<file path="src/rtl/scan_chain_if.sv">
// Handshake/bus bundle for scan_chain_ctrl: sequence control, serial in/out and parity.
// The tester drives the master side; the chain controller is the slave.
interface scan_chain_if;
   logic start;
   logic busy;
   logic done;
   logic scan_in;
   logic scan_in_valid;
   logic scan_in_ready;
   logic scan_out;
   logic scan_out_valid;
   logic parity_out;

   modport master (
      output start, scan_in, scan_in_valid,
      input  busy, done, scan_in_ready, scan_out, scan_out_valid, parity_out
   );

   modport slave (
      input  start, scan_in, scan_in_valid,
      output busy, done, scan_in_ready, scan_out, scan_out_valid, parity_out
   );
endinterface

</file>
<file path="src/rtl/scan_chain_ctrl.sv">
// Mux-D scan chain of CHAIN_LEN cells with its shift/capture/unload sequencer.
// Optional unload parity accumulator is built only when SCAN_PARITY_EN is defined.
module scan_chain_ctrl #(
   parameter int CHAIN_LEN = 8
) (
   input  logic                 clk,
   input  logic                 reset,
   input  logic                 test_mode,
   input  logic [CHAIN_LEN-1:0] func_d,
   output logic [CHAIN_LEN-1:0] q,
   scan_chain_if.slave          sif
);

   localparam int CNT_W = $clog2(CHAIN_LEN);
   localparam logic [CNT_W-1:0] CNT_LAST = CNT_W'(CHAIN_LEN - 1);
   localparam logic [CNT_W-1:0] CNT_ONE  = CNT_W'(1);

   typedef enum logic [2:0] {
      ST_IDLE    = 3'd0,
      ST_SHIFT   = 3'd1,
      ST_CAPTURE = 3'd2,
      ST_UNLOAD  = 3'd3,
      ST_DONE    = 3'd4
   } state_t;

   state_t               state_r;
   state_t               state_nxt_s;
   logic [CHAIN_LEN-1:0] q_r;
   logic [CNT_W-1:0]     cnt_r;
   logic                 hs_s;
   logic                 busy_s;
   logic                 done_s;
   logic                 ready_s;
   logic                 out_valid_s;

   // Dropping test_mode aborts the sequence, so the handshake is qualified by it too.
   assign hs_s = (state_r == ST_SHIFT) & test_mode & sif.scan_in_valid;

   // State register
   always_ff @(posedge clk or negedge reset) begin
      if (!reset) begin
         state_r <= ST_IDLE;
      end else begin
         state_r <= state_nxt_s;
      end
   end

   // Next-state decode
   always_comb begin
      state_nxt_s = state_r;
      case (state_r)
         ST_IDLE:    if (test_mode && sif.start) state_nxt_s = ST_SHIFT;
                     else                        state_nxt_s = ST_IDLE;
         ST_SHIFT:   if (!test_mode)                      state_nxt_s = ST_IDLE;
                     else if (hs_s && cnt_r == CNT_LAST)  state_nxt_s = ST_CAPTURE;
                     else                                 state_nxt_s = ST_SHIFT;
         ST_CAPTURE: if (!test_mode) state_nxt_s = ST_IDLE;
                     else            state_nxt_s = ST_UNLOAD;
         ST_UNLOAD:  if (!test_mode)            state_nxt_s = ST_IDLE;
                     else if (cnt_r == CNT_LAST) state_nxt_s = ST_DONE;
                     else                        state_nxt_s = ST_UNLOAD;
         ST_DONE:    state_nxt_s = ST_IDLE;
         default:    state_nxt_s = ST_IDLE;
      endcase
   end

   // Output decode from state (ready/valid also gated by the abort condition)
   always_comb begin
      busy_s      = 1'b0;
      done_s      = 1'b0;
      ready_s     = 1'b0;
      out_valid_s = 1'b0;
      case (state_r)
         ST_IDLE:    busy_s = 1'b0;
         ST_SHIFT: begin
            busy_s      = 1'b1;
            ready_s     = test_mode;
            out_valid_s = hs_s;
         end
         ST_CAPTURE: busy_s = 1'b1;
         ST_UNLOAD: begin
            busy_s      = 1'b1;
            out_valid_s = test_mode;
         end
         ST_DONE: begin
            busy_s = 1'b1;
            done_s = 1'b1;
         end
         default:    busy_s = 1'b0;
      endcase
   end

   // Chain cells and bit counter
   always_ff @(posedge clk or negedge reset) begin
      if (!reset) begin
         q_r   <= '0;
         cnt_r <= '0;
      end else begin
         case (state_r)
            ST_IDLE: begin
               cnt_r <= '0;
               if (!test_mode) q_r <= func_d;
               else            q_r <= q_r;
            end
            ST_SHIFT: begin
               if (!test_mode) begin
                  cnt_r <= '0;
               end else if (hs_s) begin
                  q_r   <= {q_r[CHAIN_LEN-2:0], sif.scan_in};
                  cnt_r <= (cnt_r == CNT_LAST) ? '0 : cnt_r + CNT_ONE;
               end else begin
                  q_r   <= q_r;
               end
            end
            ST_CAPTURE: begin
               cnt_r <= '0;
               if (test_mode) q_r <= func_d;
               else           q_r <= q_r;
            end
            ST_UNLOAD: begin
               if (!test_mode) begin
                  cnt_r <= '0;
               end else begin
                  q_r   <= {q_r[CHAIN_LEN-2:0], 1'b0};
                  cnt_r <= (cnt_r == CNT_LAST) ? '0 : cnt_r + CNT_ONE;
               end
            end
            ST_DONE:  cnt_r <= '0;
            default: begin
               q_r   <= '0;
               cnt_r <= '0;
            end
         endcase
      end
   end

`ifdef SCAN_PARITY_EN
   logic parity_r;

   function automatic logic parity_acc(input logic acc, input logic data_bit);
      return acc ^ data_bit;
   endfunction

   // Parity of unloaded bits; cleared at start and on entry to UNLOAD, held after DONE
   always_ff @(posedge clk or negedge reset) begin
      if (!reset) begin
         parity_r <= 1'b0;
      end else if (state_r == ST_IDLE && test_mode && sif.start) begin
         parity_r <= 1'b0;
      end else if (state_r == ST_CAPTURE && test_mode) begin
         parity_r <= 1'b0;
      end else if (state_r == ST_UNLOAD && test_mode) begin
         parity_r <= parity_acc(parity_r, q_r[CHAIN_LEN-1]);
      end else begin
         parity_r <= parity_r;
      end
   end

   assign sif.parity_out = parity_r;
`else
   assign sif.parity_out = 1'b0;
`endif

   assign q                  = q_r;
   assign sif.scan_out       = q_r[CHAIN_LEN-1];
   assign sif.busy           = busy_s;
   assign sif.done           = done_s;
   assign sif.scan_in_ready  = ready_s;
   assign sif.scan_out_valid = out_valid_s;

endmodule

</file>
<file path="src/flat_wrapper.sv">
// flat-port wrapper written by rule: the top's interface ports become plain ports
module scan_chain_ctrl_flat 
#(
   parameter int CHAIN_LEN = 8
)
  (clk, reset, test_mode, func_d, q, sif_start, sif_scan_in, sif_scan_in_valid, sif_busy, sif_done, sif_scan_in_ready, sif_scan_out, sif_scan_out_valid, sif_parity_out);
  scan_chain_if sif_i ();
  input  logic clk;
  input  logic reset;
  input  logic test_mode;
  input  logic [CHAIN_LEN-1:0] func_d;
  output logic [CHAIN_LEN-1:0] q;
  input wire logic [$bits(sif_i.start)-1:0] sif_start;
  input wire logic [$bits(sif_i.scan_in)-1:0] sif_scan_in;
  input wire logic [$bits(sif_i.scan_in_valid)-1:0] sif_scan_in_valid;
  output wire logic [$bits(sif_i.busy)-1:0] sif_busy;
  output wire logic [$bits(sif_i.done)-1:0] sif_done;
  output wire logic [$bits(sif_i.scan_in_ready)-1:0] sif_scan_in_ready;
  output wire logic [$bits(sif_i.scan_out)-1:0] sif_scan_out;
  output wire logic [$bits(sif_i.scan_out_valid)-1:0] sif_scan_out_valid;
  output wire logic [$bits(sif_i.parity_out)-1:0] sif_parity_out;
  assign sif_i.start = sif_start;
  assign sif_i.scan_in = sif_scan_in;
  assign sif_i.scan_in_valid = sif_scan_in_valid;
  assign sif_busy = sif_i.busy;
  assign sif_done = sif_i.done;
  assign sif_scan_in_ready = sif_i.scan_in_ready;
  assign sif_scan_out = sif_i.scan_out;
  assign sif_scan_out_valid = sif_i.scan_out_valid;
  assign sif_parity_out = sif_i.parity_out;
  scan_chain_ctrl #(.CHAIN_LEN(CHAIN_LEN)) u_core (.clk(clk), .reset(reset), .test_mode(test_mode), .func_d(func_d), .q(q), .sif(sif_i));
endmodule
</file>
<file path="config.mk">
export PLATFORM = sky130hd
export DESIGN_NAME = scan_chain_ctrl_flat
export DESIGN_NICKNAME = d
export VERILOG_FILES = /design/src/rtl/scan_chain_if.sv /design/src/rtl/scan_chain_ctrl.sv /design/src/flat_wrapper.sv
export SDC_FILE = /design/constraint.sdc
export NUM_CORES = 1
export LEC_CHECK = 0
export ABC_AREA = 0
export CORE_MARGIN = 10
export CORE_UTILIZATION = 47
export DETAILED_ROUTE_END_ITERATION = 7
export MAX_ROUTING_LAYER = met4
export PLACE_DENSITY = 0.89
export REMOVE_ABC_BUFFERS = 1
export SETUP_SLACK_MARGIN = 0.05
export SYNTH_ARGS = -nofsm -noshare
export SYNTH_HDL_FRONTEND = slang
export SYNTH_SLANG_ARGS = --single-unit
</file>
<file path="constraint.sdc">
create_clock -name clk -period 3.4 [get_ports clk]
set_clock_uncertainty 0.1 [all_clocks]
set_input_delay 0.85 -clock clk [delete_from_list [all_inputs] [get_ports clk]]
set_output_delay 0.85 -clock clk [all_outputs]
set_load 0.05 [all_outputs]
</file>
==> flow_metrics.env <==
export IMPL_holdPathStages=2
export IMPL_vias_per_cell=5.21
export IMPL_slew_viol_final=0
export IMPL_peakVddDrop_mv=0.390
export IMPL_clkLatencyLatePin_ns=0.28
export IMPL_max_cap_viol_count=0
export IMPL_worstHoldEndpoint="u_core.cnt_r[2]$_DFFE_PN0P_"
export IMPL_multi_input_area_um2=407
export IMPL_core_um2=1560
export IMPL_grt_pass1_vias=670
export IMPL_hold_class="flop to flop"
export IMPL_io_buffer_count=26
export IMPL_hold_violations=0
export IMPL_synth_top_family_by_area="multiplexers"
export IMPL_rows=14
export IMPL_cts_root_buf="clkbuf_4"
export IMPL_power_switching_share_pct=38.7
export IMPL_syn_inst=78
export IMPL_cts_max_level=1
export IMPL_postCtsSetupRepairBufs=0
export IMPL_yosys_area_share_simple_pct=16.7
export IMPL_layout_drive_gt1_share_pct=14.7
export IMPL_grt_pass1_wl_mm=2.94
export IMPL_layout_commonest_cell="clkdlybuf4s50_1"
export IMPL_yosys_warnings=0
export IMPL_reg2reg_to="u_core.q[4]$_DFFE_PN0P_"
export IMPL_synth_avg_cell_area_um2=10.2
export IMPL_vias=615
export IMPL_cts_buffer_depth=2
export IMPL_initial_core_util_pct=51.0
export IMPL_cp_max_fo=17
export IMPL_seq_area_frac_synth_pct=44.0
export IMPL_path_clk_slew_ns=0.09
export IMPL_wirelength_mm=1.72
export IMPL_power_frac_seq_pct=37.1
export IMPL_finalWeightedCongestion=0.798
export IMPL_tns_ns=0
export IMPL_hpwl_mm=1.35
export IMPL_synth_compound_area_share_pct=10.7
export IMPL_ant_nets=0
export IMPL_drc=0
export IMPL_crit_required_ns=2.45
export IMPL_worstMarginPinSlew_ns=0.631
export IMPL_hold_start="u_core.cnt_r[2]$_DFFE_PN0P_"
export IMPL_wl_per_cell_um=14.6
export IMPL_r2r_start="u_core.state_r[0]$_DFF_PN0_"
export IMPL_dr_first_iter_drc_count=16
export IMPL_post_cts_resized=0
export IMPL_fmax_mhz=320
export IMPL_timing_hold_ws_ns=0.433
export IMPL_detail_route_first_pass_iterations=5
export IMPL_area_growth_synth_to_final_pct=37.4
export IMPL_power_leakage_uw=0.000476
export IMPL_period_needed_ns=3.13
export IMPL_rrSetupSlack_ns=1.35
export IMPL_p_sw_uw=224
export IMPL_die_x_um=61.1
export IMPL_fillers=119
export IMPL_internal_power_uw=354
export IMPL_seq_area_um2=350
export IMPL_grt_total_usage_pct=10.5
export IMPL_die_area_um2=3740
export IMPL_worst_setup_path_type="flop to output port"
export IMPL_synth_seq_cells=14
export IMPL_antenna_found_initial=0
export IMPL_ios=28
export IMPL_endpoint_kind="output port"
export IMPL_power_density_nw_per_um2=529
export IMPL_cts_sinks=14
export IMPL_cts_hold_buf=0
export IMPL_synthXorXnorAreaFrac_pct=0
export IMPL_cts_tree="built"
export IMPL_ff2ff_path_depth=3
export IMPL_synth_adder_area_share_pct=3.14
export IMPL_cp_arrival_ns=2.18
export IMPL_synthMuxAreaShare_pct=20.1
export IMPL_final_cell_mix="24 x clkdlybuf4s50_1, 15 x nor2_1, 14 x dfrtp_1, 8 x mux2_2, 7 x mux2i_1"
export IMPL_comb_power_share_pct=42.4
export IMPL_synthDistinctLibCells=23
export IMPL_p_clk_share_pct=20.5
export IMPL_final_nets=119
export IMPL_fin_crit_sh_pct=92.0
export IMPL_relSlewSlack_pct=57.8
export IMPL_antenna_cells=0
export IMPL_rsz0062_at_grt="false"
export IMPL_numCtsBuffers=3
export IMPL_die_h_um=61.1
export IMPL_finalSetupViolCount=0
export IMPL_startpoint_type="flop"
export IMPL_status="finished, final reports clean"
export IMPL_grt_ovfl_total=0
export IMPL_grt_max_degree=18
export IMPL_syn_area_um2=796
per-stage QoR:
| stage | instances | instance area (um^2) | power [uW] | utilization, % | setup WS (ns) |
|---|---|---|---|---|---|
| after floorplan | 72 | 757 | 371 | - | 0.741 |
| after global placement | 114 | 1060 | 462 | 67.8 | 0.424 |
| after detailed placement | 114 | 1060 | 466 | 67.8 | 0.391 |
| after CTS | 118 | 1090 | 582 | 70.1 | 0.242 |
| after global routing | 118 | 1090 | 604 | 70.1 | 0.132 |
| final | 118 | 1090 | 578 | 70.1 | 0.272 |
critical path, cell delays in order (launching register included):
cell and delay [ns]:
dfrtp_1 0.62, nor2_1 0.31, and2_1 0.16, clkdlybuf4s50_1 0.80
worst max-delay path by stage:
stage | start | endpoint | cells past startpoint | slack [ns]
after global routing | u_core.state_r[0]$_DFF_PN0_ | sif_done | 3 | 0.13
after detailed placement | test_mode | sif_scan_in_ready | 4 | 0.39
after floorplan | test_mode | sif_scan_out_valid | 2 | 0.74
after CTS | u_core.state_r[0]$_DFF_PN0_ | sif_done | 3 | 0.24
after global placement | test_mode | sif_scan_out_valid | 4 | 0.42
final | u_core.state_r[0]$_DFF_PN0_ | sif_done | 3 | 0.27
layer usage:
layer / wire (um) / up-vias / global-route usage (%) / share of wire [%]
li1: - / 316 / - / -
met5: 0 / - / - / 0
met3: 59 / 2 / 2.06 / 3.4
met4: 15 / 0 / 4.56 / 0.87
met1: 825 / 279 / 12.9 / 48
met2: 817 / 18 / 16.3 / 48
synthesized netlist by cell type:
master | number | share of area (%)
o32ai_1 | 1 | 1.1
nor3_1 | 1 | 0.63
nand4b_1 | 1 | 1.1
dfrtp_1 | 14 | 44
ha_1 | 2 | 3.1
buf_2 | 1 | 0.63
a21o_1 | 1 | 0.94
mux2i_1 | 7 | 8.8
and2_1 | 1 | 0.79
buf_4 | 2 | 1.9
nand2_1 | 6 | 2.8
conb_1 | 1 | 0.47
nand3b_1 | 2 | 1.9
o21ai_0 | 2 | 1.3
nand2b_1 | 2 | 1.6
clkbuf_1 | 2 | 0.94
or3_1 | 1 | 0.79
o21a_1 | 1 | 0.94
a221oi_4 | 1 | 3.3
mux2_2 | 8 | 11
nor2_1 | 15 | 7.1
buf_6 | 1 | 1.4
a21oi_1 | 5 | 3.1
registers in the layout (all words and copies together), names as in the netlist:
name	flops
u_core.q	8
u_core.cnt_r	3
u_core.state_r	3
power by group through the flow:
| stage | sequential, uW | clock [uW] | combinational (uW) |
|---|---|---|---|
| after floorplan | 311 | 0 | 59.1 |
| after global placement | 216 | 0 | 245 |
| after detailed placement | 218 | 0 | 248 |
| after CTS | 215 | 119 | 249 |
| after global routing | 219 | 127 | 258 |
| final | 214 | 118 | 245 |
cells by family after synthesis:
| group | Yosys count |
|---|---|
| flip-flops | 14 |
| multiplexers | 15 |
| adder cells (fa/ha/maj) | 2 |
| buffers and inverters | 6 |
| other | 1 |
| AO/OA/AOI/OAI | 11 |
| AND/OR/NAND/NOR | 29 |
final cells by class:
class,count,area share [%]
Clock buffer,4,3.32
Multi-Input combinational cell,58,37.2
Sequential cell,14,32.0
Tap cell,16,1.83
Timing Repair Buffer,26,25.6
Power figures use the tool's default switching activity.
